`config.mk`:
```
export PLATFORM = sky130hd
export DESIGN_NAME = accumulator_stack
export DESIGN_NICKNAME = d
export VERILOG_FILES = /design/src/rtl/accumulator_stack.sv
export SDC_FILE = /design/constraint.sdc
export NUM_CORES = 1
export LEC_CHECK = 0
export ABC_AREA = 1
export BUFFER_PORTS_ARGS = -buffer_cell sky130_fd_sc_hd__buf_2
export CAP_MARGIN = 40
export CELL_PAD_IN_SITES_DETAIL_PLACEMENT = 1
export CELL_PAD_IN_SITES_GLOBAL_PLACEMENT = 2
export CORE_UTILIZATION = 30
export CTS_BUF_LIST = sky130_fd_sc_hd__clkbuf_4
export CTS_CLUSTER_DIAMETER = 50
export DETAILED_ROUTE_END_ITERATION = 10
export MAX_ROUTING_LAYER = met4
export PLACE_DENSITY = 0.77
export SLEW_MARGIN = 20
export SYNTH_ARGS = -nofsm -noshare
export SYNTH_HDL_FRONTEND = slang
export SYNTH_SLANG_ARGS = --single-unit
```
`constraint.sdc`:
```
create_clock -name clk -period 2.8 [get_ports clk]
set_input_delay 0.42 -clock clk [delete_from_list [all_inputs] [get_ports clk]]
set_output_delay 0.42 -clock clk [all_outputs]
set_load 0.02 [all_outputs]
```
`src/rtl/accumulator_stack.sv`:
```
// Synchronous accumulator with ALU-style update ops, status flags and a
// DEPTH-entry LIFO save/restore stack behind the working register.
module accumulator_stack #(
    parameter int unsigned WIDTH = 8,
    parameter int unsigned DEPTH = 4
) (
    input  logic             clk,
    input  logic             reset,
    input  logic             write_bit,
    input  logic [2:0]       op,
    input  logic [WIDTH-1:0] write_port,
    input  logic             push,
    input  logic             pop,
    output logic [WIDTH-1:0] read_port,
    output logic             carry,
    output logic             overflow,
    output logic             zero,
    output logic             negative,
    output logic             stack_full,
    output logic             stack_empty,
    output logic             stack_err
);

    localparam int unsigned CNT_W = $clog2(DEPTH + 1);
    localparam int unsigned IDX_W = $clog2(DEPTH);
    localparam int unsigned MSB   = WIDTH - 1;

    localparam logic [2:0] OP_HOLD = 3'b000;
    localparam logic [2:0] OP_LOAD = 3'b001;
    localparam logic [2:0] OP_ADD  = 3'b010;
    localparam logic [2:0] OP_SUB  = 3'b011;
    localparam logic [2:0] OP_AND  = 3'b100;
    localparam logic [2:0] OP_OR   = 3'b101;
    localparam logic [2:0] OP_XOR  = 3'b110;
    localparam logic [2:0] OP_SHL  = 3'b111;

    logic [WIDTH-1:0] acc_q, acc_d;
    logic             carry_q, carry_d;
    logic             ovf_q, ovf_d;
    logic [CNT_W-1:0] count_q, count_d;
    logic             err_q, err_d;
    logic [WIDTH-1:0] stack_q [DEPTH];
    logic [WIDTH-1:0] stack_d [DEPTH];

    logic [WIDTH:0]   sum;
    logic [WIDTH:0]   diff;
    logic [CNT_W-1:0] count_m1;
    logic [IDX_W-1:0] push_idx;
    logic [IDX_W-1:0] pop_idx;
    logic             full;
    logic             empty;
    logic             push_ok;
    logic             pop_ok;

    assign full     = (count_q == CNT_W'(DEPTH));
    assign empty    = (count_q == '0);
    assign push_ok  = push && !pop && !full;
    assign pop_ok   = pop && !push && !empty;
    assign count_m1 = count_q - 1'b1;
    assign push_idx = count_q[IDX_W-1:0];
    assign pop_idx  = count_m1[IDX_W-1:0];
    assign sum      = {1'b0, acc_q} + {1'b0, write_port};
    assign diff     = {1'b0, acc_q} - {1'b0, write_port};

    always_comb begin
        acc_d   = acc_q;
        carry_d = carry_q;
        ovf_d   = ovf_q;
        count_d = count_q;
        stack_d = stack_q;
        err_d   = (push && pop) || (push && !pop && full) || (pop && !push && empty);

        if (write_bit) begin
            case (op)
                OP_HOLD: ;
                OP_LOAD: begin
                    acc_d   = write_port;
                    carry_d = 1'b0;
                    ovf_d   = 1'b0;
                end
                OP_ADD: begin
                    acc_d   = sum[WIDTH-1:0];
                    carry_d = sum[WIDTH];
                    ovf_d   = (acc_q[MSB] == write_port[MSB]) && (sum[MSB] != acc_q[MSB]);
                end
                OP_SUB: begin
                    acc_d   = diff[WIDTH-1:0];
                    carry_d = diff[WIDTH];
                    ovf_d   = (acc_q[MSB] != write_port[MSB]) && (diff[MSB] != acc_q[MSB]);
                end
                OP_AND: begin
                    acc_d   = acc_q & write_port;
                    carry_d = 1'b0;
                    ovf_d   = 1'b0;
                end
                OP_OR: begin
                    acc_d   = acc_q | write_port;
                    carry_d = 1'b0;
                    ovf_d   = 1'b0;
                end
                OP_XOR: begin
                    acc_d   = acc_q ^ write_port;
                    carry_d = 1'b0;
                    ovf_d   = 1'b0;
                end
                OP_SHL: begin
                    acc_d   = {acc_q[WIDTH-2:0], 1'b0};
                    carry_d = acc_q[MSB];
                    ovf_d   = acc_q[MSB] ^ acc_q[MSB-1];
                end
                default: ;
            endcase
        end

        // Push saves the pre-op value; a legal pop overrides any op result.
        if (push_ok) begin
            stack_d[push_idx] = acc_q;
            count_d           = count_q + 1'b1;
        end
        if (pop_ok) begin
            acc_d   = stack_q[pop_idx];
            carry_d = 1'b0;
            ovf_d   = 1'b0;
            count_d = count_m1;
        end
    end

    always_ff @(posedge clk) begin
        if (reset) begin
            acc_q   <= '0;
            carry_q <= 1'b0;
            ovf_q   <= 1'b0;
            count_q <= '0;
            err_q   <= 1'b0;
        end else begin
            acc_q   <= acc_d;
            carry_q <= carry_d;
            ovf_q   <= ovf_d;
            count_q <= count_d;
            err_q   <= err_d;
        end
    end

    always_ff @(posedge clk) begin
        stack_q <= stack_d;
    end

    assign read_port   = acc_q;
    assign carry       = carry_q;
    assign overflow    = ovf_q;
    assign zero        = (acc_q == '0);
    assign negative    = acc_q[MSB];
    assign stack_full  = full;
    assign stack_empty = empty;
    assign stack_err   = err_q;

endmodule

```
==> flow_results.org <==
** Global routing
- Congestion Overflow GR :: 0
- Entering global routing, the biggest net connects 21 pins.
- Initial antenna violation count :: 0
- The via count of the first global-routing pass came to 3005.
- The first global-routing pass estimated 16100 um of wire.
- Global routing usage summed across all routing layers :: 19.2%

** Floorplanning
- The initial utilization of the core area, before any placement, comes to 31.1%.
- The initialized floorplan defines 37 standard-cell rows.
- The floorplan step defined a die boundary enclosing 11200 um^2.
- The core region is 10400 um^2.
- In this run the horizontal extent of the chip is 106 um.
- Number of I/O pins :: 31
- In this run the vertical extent of the chip is 106 um.

** Cells and area
- The library cell used most frequently in the layout, excluding fill and tap cells, is sky130_fd_sc_hd__nand2_1.
- Compared with the post-synthesis result, the final layout area differs by 12.8%.
- For this run, the post-layout net count is 497.
- The top cell types in the final layout, fill and taps aside, are 68 x sky130_fd_sc_hd__nand2_1, 52 x sky130_fd_sc_hd__inv_1, 46 x sky130_fd_sc_hd__nor2_1, 36 x sky130_fd_sc_hd__o21ai_0, 32 x sky130_fd_sc_hd__edfxtp_1.
- Final Instance Area :: 3650 um^2
- The repair_antennas step left the layout with diodes totalling 0.
- Cells with a size suffix above 1 make up 14.9% of the layout.
- The layout has 1315 filler cells.

** STA
- Setup violations remaining at the end of the flow were counted as 0.
- Actual slew at the worst max-slew pin :: 683 ps
- The count of pins over their slew limit was 0.
- Hold Violations, Final :: 0
- Clock skew on the completed layout was measured at 11.2 ps.
- Max Fclk :: 436 MHz
- Dividing the final minimum period by the clock period gives 81.9%.
- Setup total negative slack on the finished layout was measured at 0 ps.
- Setup repair after global routing left no endpoint under its margin.
- Max-Slew Margin vs Limit :: 54.3%
- The worst path in the final design needs a cycle of 2290 ps, including I/O delays and setup.

** Logic synthesis
- Netlist area before placement :: 3240 um^2
- Post-Syn Nets :: 461
- Summed over its instances, the top area cell type makes up 29.7% of the synthesized netlist area.
- Post-synthesis average cell area :: 7.86 um^2
- YS warnings :: 0
- For this run, the leading register cell type out of synthesis is sky130_fd_sc_hd__edfxtp_1.
- Synthesis-stage register bit count :: 46
- Sequential fraction of the synthesis area :: 38.3%
- Number of distinct library cell variants in the gate-level netlist after synthesis :: 41
- Counting flops with a built-in enable in the synthesized netlist gives 32.
- In the synthesized netlist, the number of instances is 412.
- After synthesis, the cell types taking the most area are sky130_fd_sc_hd__edfxtp_1 30%, sky130_fd_sc_hd__ha_1 12%, sky130_fd_sc_hd__dfxtp_1 8.7%.
- Post-synth ARST share :: 0%
- Top cell type by total area after synthesis :: sky130_fd_sc_hd__edfxtp_1

** CTS
- At the later pin of the worst-skew pair, clock insertion delay measures 370 ps.
- Clock root cell :: sky130_fd_sc_hd__clkbuf_4
- Buffers added to address setup during post-CTS repair amount to 0.
- In this run, CTS created clock tree buffers numbering 5.
- Count of clock tree sinks :: 46
- In this run the deepest clock path goes through 2 buffers.
- Cts-stage hold buffer count :: 0
- The clock tree synthesis step divided the H-tree into 2 levels.
- Clock-pin slew was measured on the worst setup and hold paths at 140 ps.
- TritonCTS built the clock tree.
- Gates resized during post-CTS repair numbered 0.

** Power
- Portion of total power attributed to the clock network :: 22.3%
- Of the total power, the share spent switching nets is 36.7%.
- The internal portion of the total power is 1180 uW.
- LEAKAGE :: 0.00161 uW
- The analysis attributes to net switching a power of 684 uW.
- Combinational logic is responsible for 34.2% of the overall power.
- Worst voltage drop across the vdd grid :: 199 uV
- Ratio of total power to cell area :: 510 nW/um^2
- Per report_power, the sequential group accounts for 43.6% of the total.

** Routing
- After detailed routing, the number of vias per cell comes to 5.03.
- Total length of routed wires :: 10100 um
- Dividing the detail-routed wire length by the instance count gives 17.2 um.
- Initial detailed-routing violation count :: 122
- Once detail routing completed, the nets flagged for antenna violations numbered 0.
- Initial DRT Pass Iterations :: 4
- Total via count in the routed design :: 2943
- Remaining design rule violation count :: 0

** Placement
- Post-detailed-placement cell area :: 3570 um^2
- Routability-driven placement finished with a final weighted congestion of 0.873.
- During placement, the flow inserted port buffers numbering 30.
- Detailed Place HPWL :: 7670 um

** Setup path
- Data arrival time of the critical path :: 2600 ps
- Start point of the critical path :: read_port[0]$_SDFFE_PP0P_
- Startpoint kind of the worst setup timing path :: flop
- The critical path is of the flop to flop type.
- STA classifies the critical path endpoint as a flop.
- Critical R2R Launch :: read_port[0]$_SDFFE_PP0P_
- Crit-path max FO :: 9
- STA puts the critical path data required time at 3100 ps.
- Register-to-register setup slack :: 510 ps

** Hold path
- The worst hold path belongs to the class input port to flop.
- Hold Crit Start :: reset

** Status
- Status :: finished clean

** Flow run
- Across the run, the number of max-cap violations was 0.
==> power groups by stage <==
stage	registers [uW]	clock network, uW	logic (uW)
finish	812	415	637
global placement	825	0	630
detailed placement	828	0	638
floorplan	847	0	407
global route	819	446	718
CTS	813	426	643
==> synthesized netlist by cell type, types with 2 or more instances <==
cell type and count:
sky130_fd_sc_hd__nand2_1 68, sky130_fd_sc_hd__inv_1 52, sky130_fd_sc_hd__nor2_1 46, sky130_fd_sc_hd__o21ai_0 36, sky130_fd_sc_hd__edfxtp_1 32, sky130_fd_sc_hd__ha_1 31
sky130_fd_sc_hd__nand3_1 26, sky130_fd_sc_hd__a21oi_1 25, sky130_fd_sc_hd__o22ai_1 15, sky130_fd_sc_hd__dfxtp_1 14, sky130_fd_sc_hd__inv_2 9, sky130_fd_sc_hd__nand4_1 8
sky130_fd_sc_hd__buf_2 5, sky130_fd_sc_hd__nor2_2 4, sky130_fd_sc_hd__nor3_1 4, sky130_fd_sc_hd__a31oi_1 3, sky130_fd_sc_hd__buf_4 3, sky130_fd_sc_hd__a211oi_1 2
sky130_fd_sc_hd__and2_1 2, sky130_fd_sc_hd__clkbuf_1 2, sky130_fd_sc_hd__fa_1 2, sky130_fd_sc_hd__nand2_2 2, sky130_fd_sc_hd__nand3b_1 2, sky130_fd_sc_hd__o221ai_1 2
==> routing by layer <==
layer / up-vias / track usage (%) / share of wire (%)
met1: 1439 / 24.6 / 49
li1: 1465 / - / -
met4: 0 / 3.97 / 1.0
met2: 30 / 33.2 / 48
met3: 9 / 1.84 / 1.7
met5: - / - / 0
==> critical path, cell delays in order (launching register included) <==
cell,delay (ps)
sky130_fd_sc_hd__dfxtp_1,530
sky130_fd_sc_hd__ha_1,240
sky130_fd_sc_hd__inv_1,70
sky130_fd_sc_hd__fa_1,400
sky130_fd_sc_hd__inv_1,80
sky130_fd_sc_hd__nand2_1,60
sky130_fd_sc_hd__nand2_1,100
sky130_fd_sc_hd__nand3b_1,110
sky130_fd_sc_hd__nand2_1,80
sky130_fd_sc_hd__nand2_1,60
sky130_fd_sc_hd__a21oi_1,160
sky130_fd_sc_hd__o21ai_0,90
sky130_fd_sc_hd__inv_1,70
sky130_fd_sc_hd__nand2_1,70
sky130_fd_sc_hd__a21oi_1,120
==> state kept, by name, indices dropped and copies added, names as in the netlist <==
register,flops
overflow,1
read_port,8
count_q,3
stack_err,1
carry,1
stack_q,32
==> kinds of logic (layout without fill, tap and decap cells) <==
family / count (synthesis) / after routing / synth area share [%]
AO/OA/AOI/OAI: 92 / 92 / 16.2
buffers and inverters: 72 / 109 / 8.88
XOR/XNOR: 1 / 1 / 0.270
adder cells (fa/ha/maj): 33 / 33 / 13.2
AND/OR/NAND/NOR: 168 / 168 / 23.1
flip-flops: 46 / 46 / 38.3
==> worst paths after layout <==
kind,endpoint,cells after the start
worst min-delay path,count_q[2]$_SDFFE_PP0P_,2
worst max register to register,carry$_SDFFE_PP0P_,14
worst max-delay path,carry$_SDFFE_PP0P_,14
worst min register to register,carry$_SDFFE_PP0P_,2
==> layout make-up <==
type	count	area [um^2]	area share [%]
repair buffers	39	218	5.96
well taps	136	170	4.66
flip-flops and latches	46	1240	34.0
inverters	62	233	6.37
clock inverters	2	37.5	1.03
multi-input cells	294	1710	46.8
clock buffers	6	45.0	1.23
==> through the flow <==
stage	hold WS, ps	std cells	util [%]	setup WS, ps	power (uW)
6_report	352	585	35.1	506	1860
5_1_grt	336	585	35.1	247	1980
4_1_cts	344	585	35.1	459	1880
3_5_place_dp	469	577	34.3	474	1470
3_3_place_gp	452	577	34.3	519	1460
2_1_floorplan	489	412	-	526	1250
Note: power is estimated with default switching activity, not from simulation.
